===== src/rtl/booth_div.sv =====
// Sequential signed divider: restoring division on operand magnitudes, one quotient
// bit per clock, followed by a sign-correction step.
module booth_div #(
  parameter int WIDTH = 16
) (
  input  logic             clk,
  input  logic             rst,
  input  logic [WIDTH-1:0] dividend,
  input  logic [WIDTH-1:0] divisor,
  input  logic             parser_done,
  output logic [WIDTH-1:0] quotient,
  output logic [WIDTH-1:0] remainder,
  output logic             div_by_zero,
  output logic             alu_done
);

  localparam int CW = (WIDTH > 1) ? $clog2(WIDTH) : 1;

  typedef enum logic [1:0] {IDLE, CALC, FIX, DONE} state_t;

  state_t           state;
  logic [WIDTH:0]   prem;
  logic [WIDTH-1:0] dreg;
  logic [WIDTH-1:0] dvs;
  logic [CW-1:0]    cnt;
  logic             sign_q;
  logic             sign_r;
  logic             zero_pend;

  logic [WIDTH-1:0] dividend_mag;
  logic [WIDTH-1:0] divisor_mag;
  logic [WIDTH+1:0] shifted;
  logic [WIDTH:0]   trial;
  logic             trial_ok;

  // Magnitudes of the most-negative value still fit as unsigned WIDTH bits.
  assign dividend_mag = dividend[WIDTH-1] ? -dividend : dividend;
  assign divisor_mag  = divisor[WIDTH-1]  ? -divisor  : divisor;

  assign shifted  = {prem, dreg[WIDTH-1]};
  assign trial    = shifted[WIDTH:0] - {1'b0, dvs};
  assign trial_ok = (shifted >= {2'b00, dvs});

  always_ff @(posedge clk or posedge rst) begin
    if (rst) begin
      state       <= IDLE;
      prem        <= '0;
      dreg        <= '0;
      dvs         <= '0;
      cnt         <= '0;
      sign_q      <= 1'b0;
      sign_r      <= 1'b0;
      zero_pend   <= 1'b0;
      quotient    <= '0;
      remainder   <= '0;
      div_by_zero <= 1'b0;
      alu_done    <= 1'b0;
    end else if (parser_done) begin
      // A zero divisor keeps the raw dividend so it can be returned as the remainder.
      dreg        <= (divisor == '0) ? dividend : dividend_mag;
      dvs         <= divisor_mag;
      sign_q      <= dividend[WIDTH-1] ^ divisor[WIDTH-1];
      sign_r      <= dividend[WIDTH-1];
      prem        <= '0;
      cnt         <= CW'(WIDTH - 1);
      alu_done    <= 1'b0;
      div_by_zero <= 1'b0;
      zero_pend   <= (divisor == '0);
      state       <= (divisor == '0) ? DONE : CALC;
    end else begin
      case (state)
        CALC: begin
          dreg <= {dreg[WIDTH-2:0], trial_ok};
          prem <= trial_ok ? trial : shifted[WIDTH:0];
          cnt  <= cnt - 1'b1;
          if (cnt == '0) state <= FIX;
        end
        FIX: begin
          quotient  <= sign_q ? -dreg : dreg;
          remainder <= sign_r ? -prem[WIDTH-1:0] : prem[WIDTH-1:0];
          alu_done  <= 1'b1;
          state     <= DONE;
        end
        DONE: begin
          // Divide-by-zero results are published one cycle after the start edge.
          if (zero_pend) begin
            quotient    <= '1;
            remainder   <= dreg;
            div_by_zero <= 1'b1;
            alu_done    <= 1'b1;
            zero_pend   <= 1'b0;
          end
        end
        default: state <= IDLE;
      endcase
    end
  end

endmodule


===== config.mk =====
export PLATFORM = sky130hd
export DESIGN_NAME = booth_div
export DESIGN_NICKNAME = d
export VERILOG_FILES = /design/src/rtl/booth_div.sv
export SDC_FILE = /design/constraint.sdc
export NUM_CORES = 1
export LEC_CHECK = 0
export CAP_MARGIN = 40
export CORE_UTILIZATION = 35
export CTS_BUF_LIST = sky130_fd_sc_hd__clkbuf_8
export CTS_CLUSTER_DIAMETER = 80
export DETAILED_ROUTE_END_ITERATION = 6
export GPL_TIMING_DRIVEN = 1
export PLACE_DENSITY = 0.52
export SLEW_MARGIN = 25
export SYNTH_ARGS = -nofsm -noshare
export SYNTH_HDL_FRONTEND = slang
export SYNTH_SLANG_ARGS = --single-unit

===== constraint.sdc =====
create_clock -name clk -period 5.47 [get_ports clk]
set_clock_uncertainty 0.15 [all_clocks]
set_input_delay 1.094 -clock clk [delete_from_list [all_inputs] [get_ports clk]]
set_output_delay 1.094 -clock clk [all_outputs]
set_load 0.02 [all_outputs]

* After elaboration in Yosys (flattened, before gate mapping) *
Index checks and enable logic that the tools add are counted.

storage, ports and cells
  word-level logic and storage cells = 66
  flip-flop bits (word level) = 92
  output and inout port bits = 34

operators by class
  bitwise operators = 2
  $lt $le $gt $ge = 1
  eq/ne operators = 7
  reductions and logical operators = 11
  $add $sub $neg = 6
  mux-type cells = 27

operators by type and width
  operator                                                            count
  16-bit 2-to-1 mux                                                   9
  16-bit negation                                                     4
  16-bit case mux with 2 select lines                                 2
  17-bit 2-to-1 mux                                                   3
  18-bit by 16-bit greater-or-equal comparator with 1-bit output      1
  17-bit by 16-bit subtractor with 17-bit output                      1
  16-bit logical NOT                                                  1
  4-bit 2-to-1 mux                                                    2
  2-bit nonzero test                                                  4
  1-bit 2-to-1 mux                                                    6
  2-bit 2-to-1 mux                                                    3
  3-bit != test, second input constant                                2
  2-bit case mux with 3 select lines                                  1
  2-bit AND reduction                                                 3
  2-bit == test, second input constant                                2
  4-bit logical NOT                                                   1
  2-bit != test, second input constant                                2
  4-bit by 1-bit subtractor with 4-bit output, second input constant  1
  3-bit AND reduction                                                 1
  3-bit nonzero test                                                  1
  2-bit by 1-bit == test with 1-bit output, second input constant     1
  1-bit case mux with 2 select lines                                  1
  1-bit NOT                                                           1
  1-bit bitwise XOR                                                   1

* Longest topological paths before layout *
Gate-level depths: netlist (run 1).

  word-level depth = 4
  mapped depth = 12

* Worst setup path after synthesis (run 1) *
Ideal clock, no wire load.

  path type = input -> register
  start point = in divisor[0]
  end point = reg dreg[12]
  library setup time = 137 ps
  required time = 5183 ps
  data arrival time = 3096 ps
  stages = 10
  setup slack = 2087 ps
  cell sequence = inv_1 -> ha_1 -> or3b_2 -> or3_4 -> or4_4 -> nand2_2 -> buf_6 -> nor2_1 -> xnor2_1 -> a21oi_1

between the ends
  cells in the longest elaborated chain, start to end = 3

RTL lines
  element               line  RTL
  from (decl)           9     input logic [WIDTH-1:0] divisor,
  16-bit logical NOT    60    dreg <= (divisor == '0) ? dividend : dividend_mag;
  16-bit 2-to-1 mux     60
  16-bit 2-to-1 mux     58    end else if (parser_done) begin
  to (signal assigned)  60
  to (signal assigned)  73    dreg <= {dreg[WIDTH-2:0], trial_ok};
  to (decl)             23    logic [WIDTH-1:0] dreg;

Every way passes these cells.
A chain may end at the register's enable or synchronous reset.

* Final worst setup path (run 1) *
  start point = reg dreg[15]
  end point = reg prem[1]

between the ends
  cells in the longest elaborated chain, start to end = 4
  elaborated cells on any way between the ends = 5

RTL lines
  element                                                                                                                           line    RTL
  17-bit by 16-bit subtractor with 17-bit output or 18-bit by 16-bit greater-or-equal comparator with 1-bit output (tied branches)  41, 42
  17-bit 2-to-1 mux *                                                                                                               74      prem <= trial_ok ? trial : shifted[WIDTH:0];
  17-bit 2-to-1 mux *                                                                                                               71      case (state)
  17-bit 2-to-1 mux *                                                                                                               58
  to (signal assigned)                                                                                                              74
  to (decl)                                                                                                                         22      logic [WIDTH:0] prem;

Mark *: on every way between the ends. The rest lies on a longest branch, timed or not. The select of a mux whose other input is x is not followed.

==> summary.txt, run 1 <==
Layout
  – Most common library cell in the layout ignoring fill and taps: dfrtp_1
  – Fraction of layout instances using a drive strength above 1: 0.0613
  – Most frequent cells in the layout: dfrtp_1 (92), nor2_1 (88), a21oi_1 (82), clkdlybuf4s50_1 (67), nand2_1 (61)
  – Number of antenna cells inserted: 0
  – Post-layout instance count excluding filler cells: 987
  – Final nets: between 800 and 900
  – Area used by multi-input combinational logic: 0.00345 mm^2
  – Finished Core Util: 0.428
  – Layout Area Growth over Synthesis: 18.1%
  – Storage cell area: around 0.0023 mm^2
  – Number of fill cells: between 1.5k and 2k

Logic synthesis
  – Number of distinct library cells after synthesis: between 50 and 60
  – Post-Synthesis Mean Instance Area: 8.46 um^2
  – Most instantiated flip-flop cell in the synthesis netlist: dfrtp_1
  – Synth Net Count: around 780
  – Netlist Area Pre-Place: 0.00605 mm^2
  – Sequential share of the synthesized area: 0.381
  – Number of synthesized flops with an enable pin: 0
  – #FFs+latches synth: between 90 and 100
  – Syn Inst Count: ~720
  – Proportion of register bits with asynchronous set or reset after synthesis: 1.00
  – YS warnings: 0

Timing
  – Final clock period utilization by the worst path: 0.701
  – Unrepaired setup endpoints after global routing: no
  – Number of pins with negative max-slew slack in the final report: 0
  – Count of endpoints failing hold in the final timing report: 0
  – Post-Route Hold Slack: ~0.33 ns
  – Slew at the pin with the worst max-slew slack: 0.770 ns
  – FMAX: approximately 260 MHz
  – Rel. slew slack: 0.484
  – Final critical-path required period: between 3 and 4 ns
  – Setup total negative slack: 0 ns
  – Setup violations, final: 0

Min path
  – Min-Delay Startpoint: quotient[2]
  – HP Class: register to register

Power and ir drop
  – Maximum ir drop on the vdd rail: around 240 uV
  – Leak: roughly 3 nW
  – Power density over the cells: ~500 mW/mm^2

Place
  – Final HPWL from detailed placement: between 10000 and 15000 um
  – RD Place Congestion: between 0.8 and 0.9
  – Quantity of I/O buffers inserted on ports: ~70
  – Cell count after placement: between 900 and 1k

Detailed routing
  – Detailed-route DRC error count: 0
  – Total wire length after detailed routing: between 15000 and 20000 um
  – Iteration count of the initial detailed-routing pass: 5
  – Total via count in the routed design: 5307
  – WL/cell: roughly 16 um
  – Detail Route Antenna Nets: 0
  – Detailed-route vias per instance: 5.38
  – DRC marker count from the first detailed-route iteration: around 290

Setup path
  – CP top delay family: compound AO/OA/AOI/OAI gates
  – Max stage delay cell, worst path: nor3_2
  – Delay of the slowest cell on the worst path: ~0.66 ns
  – Reg-to-reg critical path startpoint: dreg[15]
  – Worst path arrival time: 3.97 ns
  – Critical Path Source: dreg[15]
  – Crit path required time: 5.60 ns
  – CP Class: register to register
  – Critical Path Sink Type: register
  – Number of buffer and inverter instances along the worst setup path: 3
  – Critical Path Start Type: register
  – Maximum fanout along the worst path: 21
  – List of cells traversed by the critical path: inv_1 -> ha_1 -> inv_1 -> fa_1 -> a21o_1 -> a221oi_2 -> a211oi_1 -> nor3_2 -> buf_4 -> mux2i_1 -> a211oi_1
  – Reg-to-reg slack, setup: between 1.5 and 2 ns

GRT
  – Gr usage total: 0.190
  – Antenna violations before repair: 0
  – Maximum number of pins on one net before global-route repair: 91
  – Via count of the first global-routing pass: a little over 5k
  – First-pass GRT wire length: ~27000 um
  – Global route total overflow: 0

Clock network
  – Clk buf depth: 2
  – Clk_lat worst skew: about 0.39 ns
  – Post-CTS setup-driven buffer insertion count: 0
  – Register clock-pin slew on the reported worst setup and hold paths: roughly 0.11 ns
  – CTS sink cnt: between 90 and 100
  – Hold-fix buffer count after cts: 0
  – CTS tree: built
  – H-Tree Level Count: 3
  – Clock buffers created by TritonCTS: 9
  – Post-cts gate resize count: 0
  – Clock tree root driver cell: clkbuf_8

Floorplanning
  – I/O pin count: 69
  – Die X-Extent: between 100 and 150 um
  – Total die area: 0.0178 mm^2
  – Std-Cell Core Area: roughly 0.017 mm^2
  – Initial Utilization: 0.362
  – Row Count: 47
  – Chip height: ~130 um

Status
  – Outcome: completed

Flow run
  – Count of maximum capacitance violations: 0
state kept, by name (all words and copies together) (netlist names), 2 cells and up:
name       count
dreg          16
dvs           16
state          2
cnt            4
prem          17
remainder     16
quotient      16
per-stage QoR:
stage | total power, mW | cell area, um^2 | setup WS, ns
final | 3.49 | 7140 | 1.64
after detailed placement | 3.01 | 6920 | 1.39
after global placement | 2.96 | 6880 | 1.46
after global routing | 3.78 | 7140 | 1.33
after CTS | 3.51 | 7120 | 1.62
after floorplan | 2.39 | 6050 | 1.83
layout make-up:
type                       instances  area share
clock buffer                       9      0.0173
clock inverter                     7      0.0114
inverter                          37      0.0201
multi-input combinational        545       0.483
sequential                        92       0.322
tap                              220      0.0385
timing repair buffer              77       0.107
cell families after synthesis:
group | Yosys count | share of synthesized area
flops | 92 | 0.381
simple gates | 236 | 0.187
mux | 13 | 0.0221
xor+xnor | 65 | 0.0941
compound gates | 206 | 0.213
buf+inv | 78 | 0.0503
fa+ha+maj | 25 | 0.0530
worst paths after layout:
path                                to  cells after the start
max                            prem[1]                     11
min                        quotient[2]                      2
max reg2reg                    prem[1]                     11
min reg2reg                quotient[2]                      2
max in group asynchronous      prem[1]                      3
min in group asynchronous     prem[13]                      2
where the power goes:
| group | internal (mW) | switching, mW | total (mW) |
|---|---|---|---|
| Clock | 0.219 | 0.280 | 0.499 |
| Sequential | 0.904 | 0.296 | 1.20 |
| Combinational | 0.789 | 1.00 | 1.79 |
| Total | 1.91 | 1.58 | 3.49 |
Yosys cell counts, types with 3 or more instances:
cell type	number	area, um^2
nor3_1	12	60.1
o21ai_0	40	200
inv_1	37	139
nand4_1	3	18.8
and3_1	4	25.0
buf_1	4	15.0
xnor2_1	30	263
or2_2	3	18.8
a21oi_1	83	415
nand3_1	11	55.1
a21o_1	5	37.5
o211ai_1	4	30.0
buf_2	3	15.0
o21bai_1	4	30.0
and4_1	3	26.3
dfrtp_1	92	2300
mux2i_1	10	100
o41ai_1	5	43.8
xor2_1	35	307
mux2_2	3	33.8
nand2b_1	8	50.1
a211oi_1	25	188
or4_1	7	52.6
ha_1	24	300
o31a_1	3	26.3
clkbuf_1	33	124
nand2_1	61	229
nor2_1	88	330
nor4_1	7	43.8
o31ai_1	10	75.1
or3_4	4	45.0
o21a_1	5	37.5
o22ai_1	3	18.8
nor2b_1	18	113
worst reg2reg max path: stages, from the launching register on:
cell,delay [ns]
dfrtp_1,0.43
inv_1,0.17
ha_1,0.21
inv_1,0.06
fa_1,0.41
a21o_1,0.23
a221oi_2,0.51
a211oi_1,0.17
nor3_2,0.66
buf_4,0.37
mux2i_1,0.12
a211oi_1,0.26
metal layers:
metal	GRT usage	vias up	share of wire
li1	-	2605	-
met1	0.262	2570	0.49
met2	0.301	112	0.46
met3	0.0308	20	0.037
met4	0.0631	0	0.016
met5	0	-	0
Note: power is estimated with default switching activity, not from simulation.
==> run 2: changes to the inputs <==
- PLACE_DENSITY: 0.52 -> 0.54
- clock period: 5.47 -> 3.1 ns (I/O delays scaled with it)
==> run 2 against run 1 <==
Setup slack got worse by 1.6 ns. Sequential share of layout area fell by 1.1 points. Core utilization up 1.5 points. Critical path depth shrank 1. Final area up 3.4%.
==> summary.txt, run 2 (synthesis gave the netlist of run 1 again) <==
Status
  – Outcome: completed

Clock network
  – Clk buf depth: 2 (unchanged)
  – CTS sink cnt: 92 (unchanged)
  – Register clock-pin slew on the reported worst setup and hold paths: 0.10 ns (about the same)
  – CTS tree: built
  – Hold-fix buffer count after cts: 0 (unchanged)
  – Clock tree root driver cell: clkbuf_8
  – H-Tree Level Count: 3 (unchanged)
  – Clk_lat worst skew: 0.38 ns (about the same)
  – Clock buffers created by TritonCTS: 9 (unchanged)

Detailed routing
  – Total wire length after detailed routing: 16300 um (+0.57%)
  – WL/cell: 16.1 um (-2.5%)
  – Detailed-route vias per instance: 5.30 (-1.5%)
  – Total via count in the routed design: 5392 (+1.6%)
  – Detailed-route DRC error count: 0 (unchanged)
  – Detail Route Antenna Nets: 0 (unchanged)
  – DRC marker count from the first detailed-route iteration: 375 (+30%)
  – Iteration count of the initial detailed-routing pass: 5 (unchanged)

Power and ir drop
  – Sequential Power Share: 0.336 (-0.008)
  – Net switching power figure: 2.77 mW (+75%)
  – Combinational fraction of design power: 0.544 (+0.030)
  – Fraction of power spent switching nets: 0.449 (-0.00316)
  – Maximum ir drop on the vdd rail: 369 uV (+54%)
  – Share of power burned in the clock network: 0.120 (-0.023)
  – Leak: 3.19 nW (+4.5%)
  – Internal: 3.40 mW (+78%)
  – Power density over the cells: 835 mW/mm^2 (+71%)

Timing
  – Number of pins with negative max-slew slack in the final report: 0 (unchanged)
  – Post-Route Hold Slack: 0.321 ns (-0.00778 ns)
  – Unrepaired setup endpoints after global routing: yes
  – Final clock period utilization by the worst path: 0.978
  – Setup violations, final: 0 (unchanged)
  – Count of endpoints failing hold in the final timing report: 0 (unchanged)
  – FMAX: about 330 MHz
  – Slew at the pin with the worst max-slew slack: 0.802 ns (+0.0319 ns)
  – Rel. slew slack: 0.461 (-0.0234)
  – Final critical-path required period: 3.03 ns

Floorplanning
  – Row Count: 47 (unchanged)
  – I/O pin count: 69 (unchanged)
  – Initial Utilization: 0.362 (unchanged)
  – Std-Cell Core Area: 0.0167 mm^2 (unchanged)
  – Chip height: 133 um (unchanged)
  – Die X-Extent: 133 um (unchanged)
  – Total die area: 0.0178 mm^2 (unchanged)

Layout
  – Number of flip-flops in the largest register: 17 (unchanged)
  – Fraction of layout instances using a drive strength above 1: 0.0965 (+0.0352)
  – Finished layout cell area: 0.00739 mm^2 (+3.4%)
  – Final nets: 855 (+4.0%)
  – Number of antenna cells inserted: 0 (unchanged)
  – Register with the most flip-flops: prem
  – Most common library cell in the layout ignoring fill and taps: dfrtp_1
  – Post-layout instance count excluding filler cells: 1018 (+3.1%)
  – Most frequent cells in the layout: dfrtp_1 (92), nor2_1 (88), a21oi_1 (83), clkdlybuf4s50_1 (67), nand2_1 (61)
  – Layout Area Growth over Synthesis: 22.1%
  – Finished Core Util: 0.442 (+0.0147)

Flow run
  – Count of maximum capacitance violations: 0 (unchanged)

GRT
  – Antenna violations before repair: 0 (unchanged)
  – Met1 Track Usage GR: 0.278 (+0.0159)
  – Maximum number of pins on one net before global-route repair: 61 (-33%)
  – Global route total overflow: 0 (unchanged)
  – Gr usage total: 0.194 (+0.00417)
  – Met3 track demand over resource: 0.0365 (+0.00571)
  – Met2 track utilization from global routing: 0.293 (-0.00752)
  – Via count of the first global-routing pass: 5321 (+3.1%)
  – Layer carrying the most global-route usage: met2
  – First-pass GRT wire length: 27400 um (+2.7%)

Setup path
  – Worst path arrival time: 3.13 ns (-0.84 ns)
  – CP Class: input pin to register
  – Critical Path Sink Type: register
  – Crit path required time: 3.20 ns (-2.40 ns)
  – Maximum fanout along the worst path: 13 (-38%)
  – Critical Path Start Type: input pin

Place
  – RD Place Congestion: 0.839 (+2.2%)
  – Quantity of I/O buffers inserted on ports: 68 (unchanged)
  – Cell count after placement: 1003 (+3.4%)
  – Final HPWL from detailed placement: 12200 um (+0.86%)
  – Placed Instance Area: 0.00719 mm^2 (+3.9%)

Min path
  – HP Class: input pin to async pin
==> run 2: cell count changes in the layout (fill, tap and decap cells not counted), moves of 2 or more <==
cell and change:
buf_4 +32, clkinvlp_4 +3, inv_6 -2, buf_12 +3
==> run 2: area by class of cell <==
type | instances | area [um^2]
clock buffers | 9 | 124
clock inverters | 5 | 41.3
fillers | 1671 | 9310
inverters | 37 | 143
multi-input cells | 545 | 3460
flip-flops and latches | 92 | 2300
well taps | 220 | 275
repair buffers | 110 | 1040
==> run 2: routing by layer <==
layer,vias to the layer above,wire (um)
met5,-,0
met4,0,271
met3,23,820
met2,141,7320
met1,2564,7940
li1,2664,-
==> run 2: final timing paths <==
path / start / endpoint / slack, ns / cells after the start
max: divisor[0] / dreg[3] / 0.07 / 10
max reg2reg: dreg[15] / prem[14] / 0.11 / 12
min: rst / remainder[5] / 0.32 / 2
min in group clk: remainder[1] / remainder[1] / 0.33 / 2
max in group asynchronous: rst / dvs[3] / 1.80 / 4
min reg2reg: remainder[1] / remainder[1] / 0.33 / 2
==> run 2: power groups by stage <==
stage,combinational (mW),clock [mW],sequential [mW]
after global placement,3.28,0,2.08
final,3.36,0.739,2.07
after floorplan,2.06,0,2.15
after global routing,3.75,0.813,2.13
after CTS,3.35,0.772,2.07
after detailed placement,3.34,0,2.09
==> run 2: stage by stage <==
step | setup WS (ns) | setup TNS (ns) | total power, mW
final | 0.0678 | 0 | 6.17
after global routing | -0.0267 | -0.0816 | 6.69
after CTS | 0.0846 | 0 | 6.19
after detailed placement | -0.429 | -5.67 | 5.43
after global placement | -0.341 | -4.82 | 5.36
after floorplan | 0.191 | 0 | 4.21
==> run 2: timing repair <==
action                     4_1_cts  5_1_grt
pin swaps                        0        0
setup endpoints to repair        1       16
hold endpoints to repair         0        0
gates resized for setup          1        1
buffers inserted                 0        0
==> run 2: critical path: stages <==
cell and delay, ns:
clkdlybuf4s50_1 0.42, inv_1 0.08, ha_1 0.16, or3b_2 0.46
or3_4 0.34, or4_4 0.52, nand2_4 0.19, nor2_1 0.09
xnor2_1 0.16, a21oi_1 0.09
==> run 3: changes to the inputs <==
- MAX_ROUTING_LAYER: not set -> met4
==> run 3 against run 2 <==
Sequential power is essentially flat. Final cell count is the same. Routed wire length is essentially flat. Core utilization is the same. Worst hold slack lost 0.00061 ns. Critical endpoint unchanged.
==> summary.txt, run 3 (synthesis gave the netlist of run 1 again) <==
Timing
  – Final critical-path setup slack: 0.0688 ns (+0.00107 ns)
  – Setup violations, final: 0 (unchanged)
  – Slew at the pin with the worst max-slew slack: 0.670 ns (-0.131 ns)
  – FMAX: 330 MHz (about the same)
  – Count of endpoints failing hold in the final timing report: 0 (unchanged)
  – Final clock period utilization by the worst path: 0.978 (about the same)
  – Rel. slew slack: 0.549 (+0.0883)
  – Unrepaired setup endpoints after global routing: yes
  – Final critical-path required period: 3.03 ns (-0.00107 ns)
  – Number of pins with negative max-slew slack in the final report: 0 (unchanged)
  – Post-Route Hold Slack: 0.320 ns (-0.000615 ns)

Detailed routing
  – Total via count in the routed design: 5366 (-0.48%)
  – Detailed-route DRC error count: 0 (unchanged)
  – Iteration count of the initial detailed-routing pass: 5 (unchanged)
  – DRC marker count from the first detailed-route iteration: 364 (-2.9%)
  – WL/cell: 16.0 um (about the same)
  – Detail Route Antenna Nets: 0 (unchanged)
  – Total wire length after detailed routing: 16300 um (about the same)
  – Detailed-route vias per instance: 5.27 (-0.48%)

Setup path
  – Reg-to-reg critical path startpoint: dreg[15]
  – Crit path required time: 3.20 ns (about the same)
  – CP Class: input pin to register
  – Critical Path Start Type: input pin
  – Reg-to-Reg End: prem[14]
  – Maximum fanout along the worst path: 13 (unchanged)
  – Reg2Reg Depth: 12 (unchanged)
  – Reg-to-reg slack, setup: 0.12 ns (about the same)
  – Worst path arrival time: 3.13 ns (about the same)
  – Critical Path Sink Type: register

Layout
  – Fraction of layout instances using a drive strength above 1: 0.0965 (unchanged)
  – Number of flip-flops in the largest register: 17 (unchanged)
  – Post-layout instance count excluding filler cells: 1018 (unchanged)
  – Most common library cell in the layout ignoring fill and taps: dfrtp_1
  – Register with the most flip-flops: prem
  – Number of fill cells: 1671 (unchanged)
  – Number of antenna cells inserted: 0 (unchanged)
  – Most frequent cells in the layout: dfrtp_1 (92), nor2_1 (88), a21oi_1 (83), clkdlybuf4s50_1 (67), nand2_1 (61)
  – Final nets: 855 (unchanged)
  – Layout Area Growth over Synthesis: 22.1% (unchanged)

Clock network
  – CTS tree: built
  – Post-CTS setup-driven buffer insertion count: 0 (unchanged)
  – Clock buffers created by TritonCTS: 9 (unchanged)
  – Post-cts gate resize count: 1 (unchanged)
  – Register clock-pin slew on the reported worst setup and hold paths: 0.10 ns (about the same)
  – Clk buf depth: 2 (unchanged)
  – CTS sink cnt: 92 (unchanged)
  – Clk_lat worst skew: 0.38 ns (about the same)
  – H-Tree Level Count: 3 (unchanged)
  – Clock tree root driver cell: clkbuf_8
  – Hold-fix buffer count after cts: 0 (unchanged)

Floorplanning
  – I/O pin count: 69 (unchanged)
  – Initial Utilization: 0.362 (unchanged)
  – Total die area: 0.0178 mm^2 (unchanged)
  – Die X-Extent: 133 um (unchanged)
  – Std-Cell Core Area: 0.0167 mm^2 (unchanged)
  – Row Count: 47 (unchanged)
  – Chip height: 133 um (unchanged)

Place
  – RD Place Congestion: 0.852 (+1.6%)
  – Pre-CTS setup slack: -0.429 ns (unchanged)
  – Cell count after placement: 1003 (unchanged)
  – Final HPWL from detailed placement: 12200 um (unchanged)
  – Quantity of I/O buffers inserted on ports: 68 (unchanged)

Power and ir drop
  – Leak: 3.19 nW (unchanged)
  – Maximum ir drop on the vdd rail: 369 uV (about the same)
  – Power density over the cells: 835 mW/mm^2 (about the same)

GRT
  – First-pass GRT wire length: 27400 um (about the same)
  – Gr usage total: 0.200 (+0.00581)
  – Maximum number of pins on one net before global-route repair: 61 (unchanged)
  – Via count of the first global-routing pass: 5324 (+0.056%)
  – Global route total overflow: 0 (unchanged)
  – Antenna violations before repair: 0 (unchanged)

Flow run
  – Count of maximum capacitance violations: 0 (unchanged)

Min path
  – HP Class: input pin to async pin

Status
  – Outcome: completed
[run 3: report_power, final]
group / total, mW / switching (mW) / internal [mW] / leakage, nW
logic: 3.36 / 1.84 / 1.51 / 2.00
clock network: 0.740 / 0.453 / 0.287 / 0.0774
registers: 2.07 / 0.476 / 1.60 / 1.11
[run 3: how the worst max path moves through the flow]
stage	from	end	slack, ns	cells past startpoint
after floorplan	divisor[0]	dreg[12]	0.19	10
after global placement	divisor[0]	dreg[3]	-0.34	10
after detailed placement	divisor[0]	dreg[3]	-0.43	10
after CTS	dreg[15]	prem[14]	0.08	12
after global routing	dreg[15]	prem[14]	-0.02	12
final	divisor[0]	dreg[3]	0.07	10
[run 3: worst max-delay path, stage by stage]
cell and delay (ns):
clkdlybuf4s50_1 0.42, inv_1 0.08, ha_1 0.16, or3b_2 0.46
or3_4 0.34, or4_4 0.52, nand2_4 0.18, nor2_1 0.09
xnor2_1 0.16, a21oi_1 0.09
[run 3: layout make-up]
class	instances	area, um^2	share of cell area
multi-input combinational	545	3460	0.468
sequential	92	2300	0.312
timing repair buffer	110	1040	0.141
tap	220	275	0.0373
inverter	37	143	0.0193
clock buffer	9	124	0.0168
clock inverter	5	41.3	0.00559
[run 3: layer usage]
metal,track usage,up-vias,routed length [um],part of all wire
met5,-,-,0,0
met4,0.0600,0,270,0.017
met3,0.0358,24,859,0.053
met2,0.295,143,7330,0.45
met1,0.277,2535,7870,0.48
li1,-,2664,-,-
[run 3: stage by stage]
stage / instance area [um^2] / setup TNS [ns] / util / total power, mW
after global routing: 7390 / -0.0731 / 0.442 / 6.69
after global placement: 7180 / -4.82 / 0.430 / 5.36
after CTS: 7360 / 0 / 0.440 / 6.19
final: 7390 / 0 / 0.442 / 6.17
after floorplan: 6050 / 0 / - / 4.21
after detailed placement: 7190 / -5.67 / 0.430 / 5.43
